### src/rtl/mesi_pkg.sv
// Shared MESI encodings: line states, bus commands, one-hot snoop events and
// the requester FSM state type.
package mesi_pkg;

  // Line state encodings (shared with the listener half)
  localparam logic [2:0] ST_I = 3'b001;
  localparam logic [2:0] ST_S = 3'b010;
  localparam logic [2:0] ST_E = 3'b011;
  localparam logic [2:0] ST_M = 3'b100;

  // Bus command encodings
  localparam logic [2:0] CMD_NONE    = 3'b000;
  localparam logic [2:0] CMD_BUSRD   = 3'b001;
  localparam logic [2:0] CMD_BUSRDX  = 3'b010;
  localparam logic [2:0] CMD_BUSUPGR = 3'b011;
  localparam logic [2:0] CMD_WB      = 3'b100;

  // One-hot events {inv,wh,wm,rh,rm} decoded by remote listeners
  localparam logic [4:0] EV_NONE = 5'b00000;
  localparam logic [4:0] EV_INV  = 5'b10000;
  localparam logic [4:0] EV_WH   = 5'b01000;
  localparam logic [4:0] EV_WM   = 5'b00100;
  localparam logic [4:0] EV_RH   = 5'b00010;
  localparam logic [4:0] EV_RM   = 5'b00001;

  typedef enum logic [2:0] {
    StIdle,
    StWbReq,
    StWbXfer,
    StReq,
    StXfer,
    StAck
  } fsm_e;

endpackage

### src/rtl/emissor_mesi.sv
// Requester half of the per-line MESI controller: resolves CPU hits locally,
// arbitrates and issues bus commands on misses/upgrades, owns line state/tag.
module emissor_mesi import mesi_pkg::*; #(
  parameter int unsigned TAG_W     = 8,
  parameter int unsigned MAX_RETRY = 3
) (
  input  logic             CLK,
  input  logic             CLR,
  input  logic             cpu_req,
  input  logic             cpu_wr,
  input  logic [TAG_W-1:0] cpu_tag,
  output logic             cpu_ack,
  output logic             bus_req,
  input  logic             bus_gnt,
  output logic [2:0]       bus_cmd,
  output logic [TAG_W-1:0] bus_tag,
  output logic [4:0]       bus_event,
  input  logic             bus_done,
  input  logic             bus_shared,
  input  logic             bus_abort,
  input  logic             snoop_we,
  input  logic [2:0]       snoop_state,
  output logic             controle,
  output logic [2:0]       state,
  output logic             err
);

  localparam int unsigned RetryW = $clog2(MAX_RETRY + 2);

  fsm_e              r_fsm;
  logic [2:0]        r_state;
  logic [TAG_W-1:0]  r_tag;
  logic [RetryW-1:0] r_retry;
  logic [2:0]        r_pend_cmd;
  logic [4:0]        r_pend_ev;
  logic              r_cpu_ack;
  logic              r_bus_req;
  logic [2:0]        r_bus_cmd;
  logic [TAG_W-1:0]  r_bus_tag;
  logic [4:0]        r_bus_event;
  logic              r_controle;
  logic              r_err;

  logic              w_hit;
  logic              w_wb;
  logic [2:0]        w_miss_cmd;
  logic [4:0]        w_miss_ev;

  // Hit/miss decision and the command a miss would issue
  always_comb begin
    w_hit      = (r_state != ST_I) && (cpu_tag == r_tag);
    w_wb       = (r_state == ST_M) && (cpu_tag != r_tag);
    w_miss_cmd = cpu_wr ? CMD_BUSRDX : CMD_BUSRD;
    w_miss_ev  = cpu_wr ? EV_WM : EV_RM;
  end

  // Requester FSM with registered outputs
  always_ff @(posedge CLK) begin
    if (CLR) begin
      r_fsm       <= StIdle;
      r_state     <= ST_I;
      r_tag       <= '0;
      r_retry     <= '0;
      r_pend_cmd  <= CMD_NONE;
      r_pend_ev   <= EV_NONE;
      r_cpu_ack   <= 1'b0;
      r_bus_req   <= 1'b0;
      r_bus_cmd   <= CMD_NONE;
      r_bus_tag   <= '0;
      r_bus_event <= EV_NONE;
      r_controle  <= 1'b0;
      r_err       <= 1'b0;
    end else begin
      unique case (r_fsm)
        StIdle: begin
          // Snoop writes win; the CPU request is re-evaluated next cycle
          if (snoop_we) begin
            r_state <= snoop_state;
          end else if (cpu_req) begin
            r_controle <= 1'b1;
            if (w_hit && !cpu_wr) begin
              r_fsm     <= StAck;
              r_cpu_ack <= 1'b1;
            end else if (w_hit && (r_state == ST_E || r_state == ST_M)) begin
              r_state   <= ST_M;
              r_fsm     <= StAck;
              r_cpu_ack <= 1'b1;
            end else if (w_hit) begin
              r_pend_cmd <= CMD_BUSUPGR;
              r_pend_ev  <= EV_INV;
              r_bus_req  <= 1'b1;
              r_fsm      <= StReq;
            end else begin
              r_pend_cmd <= w_miss_cmd;
              r_pend_ev  <= w_miss_ev;
              r_bus_req  <= 1'b1;
              r_fsm      <= w_wb ? StWbReq : StReq;
            end
          end
        end
        StWbReq: begin
          if (bus_gnt) begin
            r_bus_req <= 1'b0;
            r_bus_cmd <= CMD_WB;
            r_bus_tag <= r_tag;
            r_fsm     <= StWbXfer;
          end
        end
        StWbXfer: begin
          if (bus_done) begin
            r_state   <= ST_I;
            r_bus_cmd <= CMD_NONE;
            r_bus_req <= 1'b1;
            r_fsm     <= StReq;
          end
        end
        StReq: begin
          // Only a grant to a request we are actually raising counts
          r_bus_req <= 1'b1;
          if (bus_gnt && r_bus_req) begin
            r_bus_cmd   <= r_pend_cmd;
            r_bus_tag   <= cpu_tag;
            r_bus_event <= r_pend_ev;
            r_fsm       <= StXfer;
          end
        end
        StXfer: begin
          r_bus_event <= EV_NONE;
          if (bus_abort) begin
            r_bus_req <= 1'b0;
            r_bus_cmd <= CMD_NONE;
            if (r_retry >= RetryW'(MAX_RETRY)) begin
              r_err     <= 1'b1;
              r_state   <= ST_I;
              r_cpu_ack <= 1'b1;
              r_fsm     <= StAck;
            end else begin
              r_retry <= r_retry + 1'b1;
              r_fsm   <= StReq;
            end
          end else if (bus_done) begin
            if (r_pend_cmd == CMD_BUSRD) begin
              r_state <= bus_shared ? ST_S : ST_E;
            end else begin
              r_state <= ST_M;
            end
            r_tag     <= cpu_tag;
            r_bus_req <= 1'b0;
            r_bus_cmd <= CMD_NONE;
            r_cpu_ack <= 1'b1;
            r_fsm     <= StAck;
          end
        end
        StAck: begin
          r_cpu_ack  <= 1'b0;
          r_retry    <= '0;
          r_controle <= 1'b0;
          r_fsm      <= StIdle;
        end
        default: r_fsm <= StIdle;
      endcase
    end
  end

  assign cpu_ack   = r_cpu_ack;
  assign bus_req   = r_bus_req;
  assign bus_cmd   = r_bus_cmd;
  assign bus_tag   = r_bus_tag;
  assign bus_event = r_bus_event;
  assign controle  = r_controle;
  assign state     = r_state;
  assign err       = r_err;

endmodule

### config.mk
export PLATFORM = sky130hd
export DESIGN_NAME = emissor_mesi
export DESIGN_NICKNAME = d
export VERILOG_FILES = /design/src/rtl/mesi_pkg.sv /design/src/rtl/emissor_mesi.sv
export SDC_FILE = /design/constraint.sdc
export NUM_CORES = 1
export LEC_CHECK = 0
export CORE_UTILIZATION = 32
export DETAILED_ROUTE_END_ITERATION = 8
export SLEW_MARGIN = 40
export SYNTH_ARGS = -nofsm -noshare
export SYNTH_HDL_FRONTEND = slang
export SYNTH_SLANG_ARGS = --single-unit
### constraint.sdc
create_clock -name CLK -period 2.6 [get_ports CLK]
set_input_delay 0.26 -clock CLK [delete_from_list [all_inputs] [get_ports CLK]]
set_output_delay 0.26 -clock CLK [all_outputs]
set_load 0.1 [all_outputs]
==> impl_results.md <==
* Status: finished, violations left
* Failing checks: DRC
* Skew-Pair Late Insertion Delay at 0.29 ns
* Cell Area, Synth at 2190 µm²
* Clock Skew at 0.00531 ns
* Critical Path Fanout Max at 7
* DRC Markers at 3
* First-pass GRT wire length at 8590 µm
* Initial antenna violation count at 0
* Max Buffers Root-to-Sink at 2
* Clock share of power at 0.201
* Final Setup Violations at 0
* Ranking of synthesized cells by area: dfxtp_1 (36%), mux2i_1 (5.9%), a211oi_2 (5.1%), a21oi_1 (5.0%), nor2_1 (4.3%)
* Die height at 84.8 µm
* Clock buffer count from CTS at 5
* CTS tree: built
* # diodes at 0
* Crit Path Class: reg2reg
* Gpl congestion at 0.751
* Data arrival, critical path at 2.32 ns
* Cell variety after synth at 49
* Nets@finish at 312
* Placement Rows at 29
* Post-synthesis simple-gate area fraction at 0.228
* Switch share at 0.459
* Mux contribution to synthesized area at 0.0644
* Ys async rst share at 0
* Post-synth EDFFs at 0
* Post-synthesis sequential area ratio at 0.365
* CP Buf/Inv Count at 0
* Int Power at 1.60 mW
* WHS Endpoint: r_pend_ev[2]
* H-tree depth at 2
* Worst Reg-to-Reg Cells at 8
* Synth Area in Adders at 0.0114
* Mapped Cells at 250
* Largest family of logic cells by synthesized area: compound AO/OA/AOI/OAI gates
* Hold Slack at 0.460 ns
* Critical Path Stages at 8
* Total die area at 7190 µm²
* Layout cells sized above 1 at 0.200
* Post-DP HPWL at 3660 µm
* Slew @ Worst Pin at 0.537 ns
* Iter 0 DRT Violations at 102
* Largest net degree at the start of global routing at 29
* Vias per Instance at 5.16
* Layout Cells excl Fill at 367
* Reg2reg end: state[1]
* Clock root buffer: clkbuf_8
* Slowest-stage cell, CP: dfxtp_1
* Lkg Pwr at 1.11 nW
* Core Util, Final at 0.421
* Post-Place Cells at 360
* Initial Utilization at 0.338
* Compound-Gate Fraction of Synth Area at 0.234
* Detailed Route WL at 4980 µm
* Tcrit/Tclk final at 0.824
* Post-DRT Antenna Nets at 0
* Final Power at 2.95 mW
* CP cell instances: ha_1 -> ha_1 -> a211oi_2 -> nand2_2 -> o21ai_0 -> a221oi_1 -> o41a_4 -> mux2_1
* Psw at 1.35 mW
* Area grow syn2layout at 24.7%
* Setup_tns at 0 ns
* Clock sink total at 40
* Crit start category: flip-flop
* Filler Cell Count at 660
* # IOs at 43
* Fin crit period at 2.14 ns
* CTS clk-pin slew, worst paths at 0.08 ns
* Cell taking the most area after synthesis: dfxtp_1
* Achievable Freq at 467 MHz
* Vias in the first global route at 1885
* Via count at 1895
* Setup slack, reg-to-reg at 0.46 ns
* Die Width at 84.8 µm
* Top delay family on crit path: compound AO/OA/AOI/OAI gates
* Post_cts resized at 0
* Post-CTS Setup Repair Bufs at 0
* Drt wl/cell at 13.6 µm
* Worst EP required at 2.78 ns
* Count of final hold-check violations at 0
* Sequential fraction of design power at 0.287
* Area of the multi-input gates at 1270 µm²
* Worst VDD drop at 0.000433 V
* Initial DRT Pass Iterations at 6
* Comb pwr share at 0.512
* Yosys Warn Count at 0
* Worst r2r src: r_retry[0]
* Top-area cell type share of the netlist area at 0.365
* HP Start: r_pend_ev[2]
* Register Area at 801 µm²
* Hold crit path type: reg2reg
* CP peak stage delay at 0.42 ns
* Most common cell in the netlist: dfxtp_1
* Synth Area in XOR/XNOR at 0.0359
* Post-CTS Hold Buffers at 0
* #FFs+latches synth at 40
* Global Route Usage Sum at 0.148
* Slew Viols, Final at 0
* Floorplan core area at 6490 µm²
* Port Buf Inserts at 40
* CP dominant cell by count: ha_1
* Total gr overflow at 0
* Synth cell count leaders: dfxtp_1 (40), nor2_1 (25), a21oi_1 (22), nand2_1 (18), mux2i_1 (13)
* RSZ-0062 raised after global routing: false
* Syn Area/Cell at 8.78 µm²
* Max-slew headroom at the worst pin at 0.641
* Endpoint class of the critical path: flip-flop
* MaxCap Viol Count at 0
* Ys flop type: dfxtp_1
* Hold path cells at 2
* PwrDens at 1080 nW/µm²
area by class of cell:
type,count,area share
tap,77,0.0352
clock inverter,2,0.0219
inverter,8,0.0110
clock buffer,5,0.0251
sequential,40,0.293
timing repair buffer,47,0.151
multi-input combinational,188,0.463
worst min-delay path, stage by stage, from the launching register on:
cell and delay [ns]:
dfxtp_1 0.32, nand2_1 0.05, a21oi_1 0.05
metal layers:
layer,vias up,track usage,share of wire
li1,962,-,-
met1,890,0.199,0.50
met2,37,0.239,0.46
met3,6,0.0214,0.027
met4,0,0.0632,0.016
met5,-,0,0
cell usage in the layout (no fill, tap or decap), types with 4 or more instances in the layout:
cell	n
a211oi_2	9
a21o_1	4
a21oi_1	22
a22oi_1	4
buf_4	27
clkbuf_8	5
clkdlybuf4s50_1	19
dfxtp_1	40
inv_1	8
mux2i_1	13
nand2_1	18
nand2b_1	6
nand3_1	9
nor2_1	25
nor2b_1	4
nor3_1	10
o21a_1	6
o21ai_0	4
o21ai_1	5
xor2_1	8
cell families (layout without fill, tap and decap cells):
| group | after synthesis | count (layout) |
|---|---|---|
| fa+ha+maj | 2 | 2 |
| simple gates | 91 | 91 |
| other cells | 1 | 2 |
| buf+inv | 23 | 62 |
| xor+xnor | 9 | 9 |
| flops | 40 | 40 |
| compound gates | 70 | 70 |
| mux | 14 | 14 |
state kept, by name, indices dropped and copies added (netlist names):
signal,count
r_pend_cmd,2
bus_cmd,3
controle,1
r_tag,8
cpu_ack,1
r_fsm,3
bus_tag,8
err,1
bus_event,3
r_pend_ev,3
r_retry,3
bus_req,1
state,3
power groups by stage:
stage / clock network (mW) / registers [mW] / logic (mW)
detailed placement: 0 / 0.860 / 1.51
finish: 0.592 / 0.847 / 1.51
global placement: 0 / 0.859 / 1.51
global route: 0.636 / 0.862 / 1.62
CTS: 0.612 / 0.847 / 1.52
floorplan: 0 / 1.29 / 0.817
per-stage QoR:
step / cell area (µm²) / worst slack [ns]
after global placement: 2610 / 0.359
after floorplan: 2200 / 0.307
after CTS: 2740 / 0.461
after global routing: 2740 / 0.321
after detailed placement: 2610 / 0.321
final: 2740 / 0.457
worst max-delay path by stage:
stage,start,to,slack [ns]
final,r_retry[0],state[1],0.46
after global routing,r_retry[0],state[1],0.32
after CTS,r_retry[0],state[1],0.46
after detailed placement,cpu_tag[2],state[1],0.32
after global placement,cpu_tag[2],state[1],0.36
after floorplan,state[1],state[1],0.31
No activity file was read; power rests on OpenSTA's default activity.
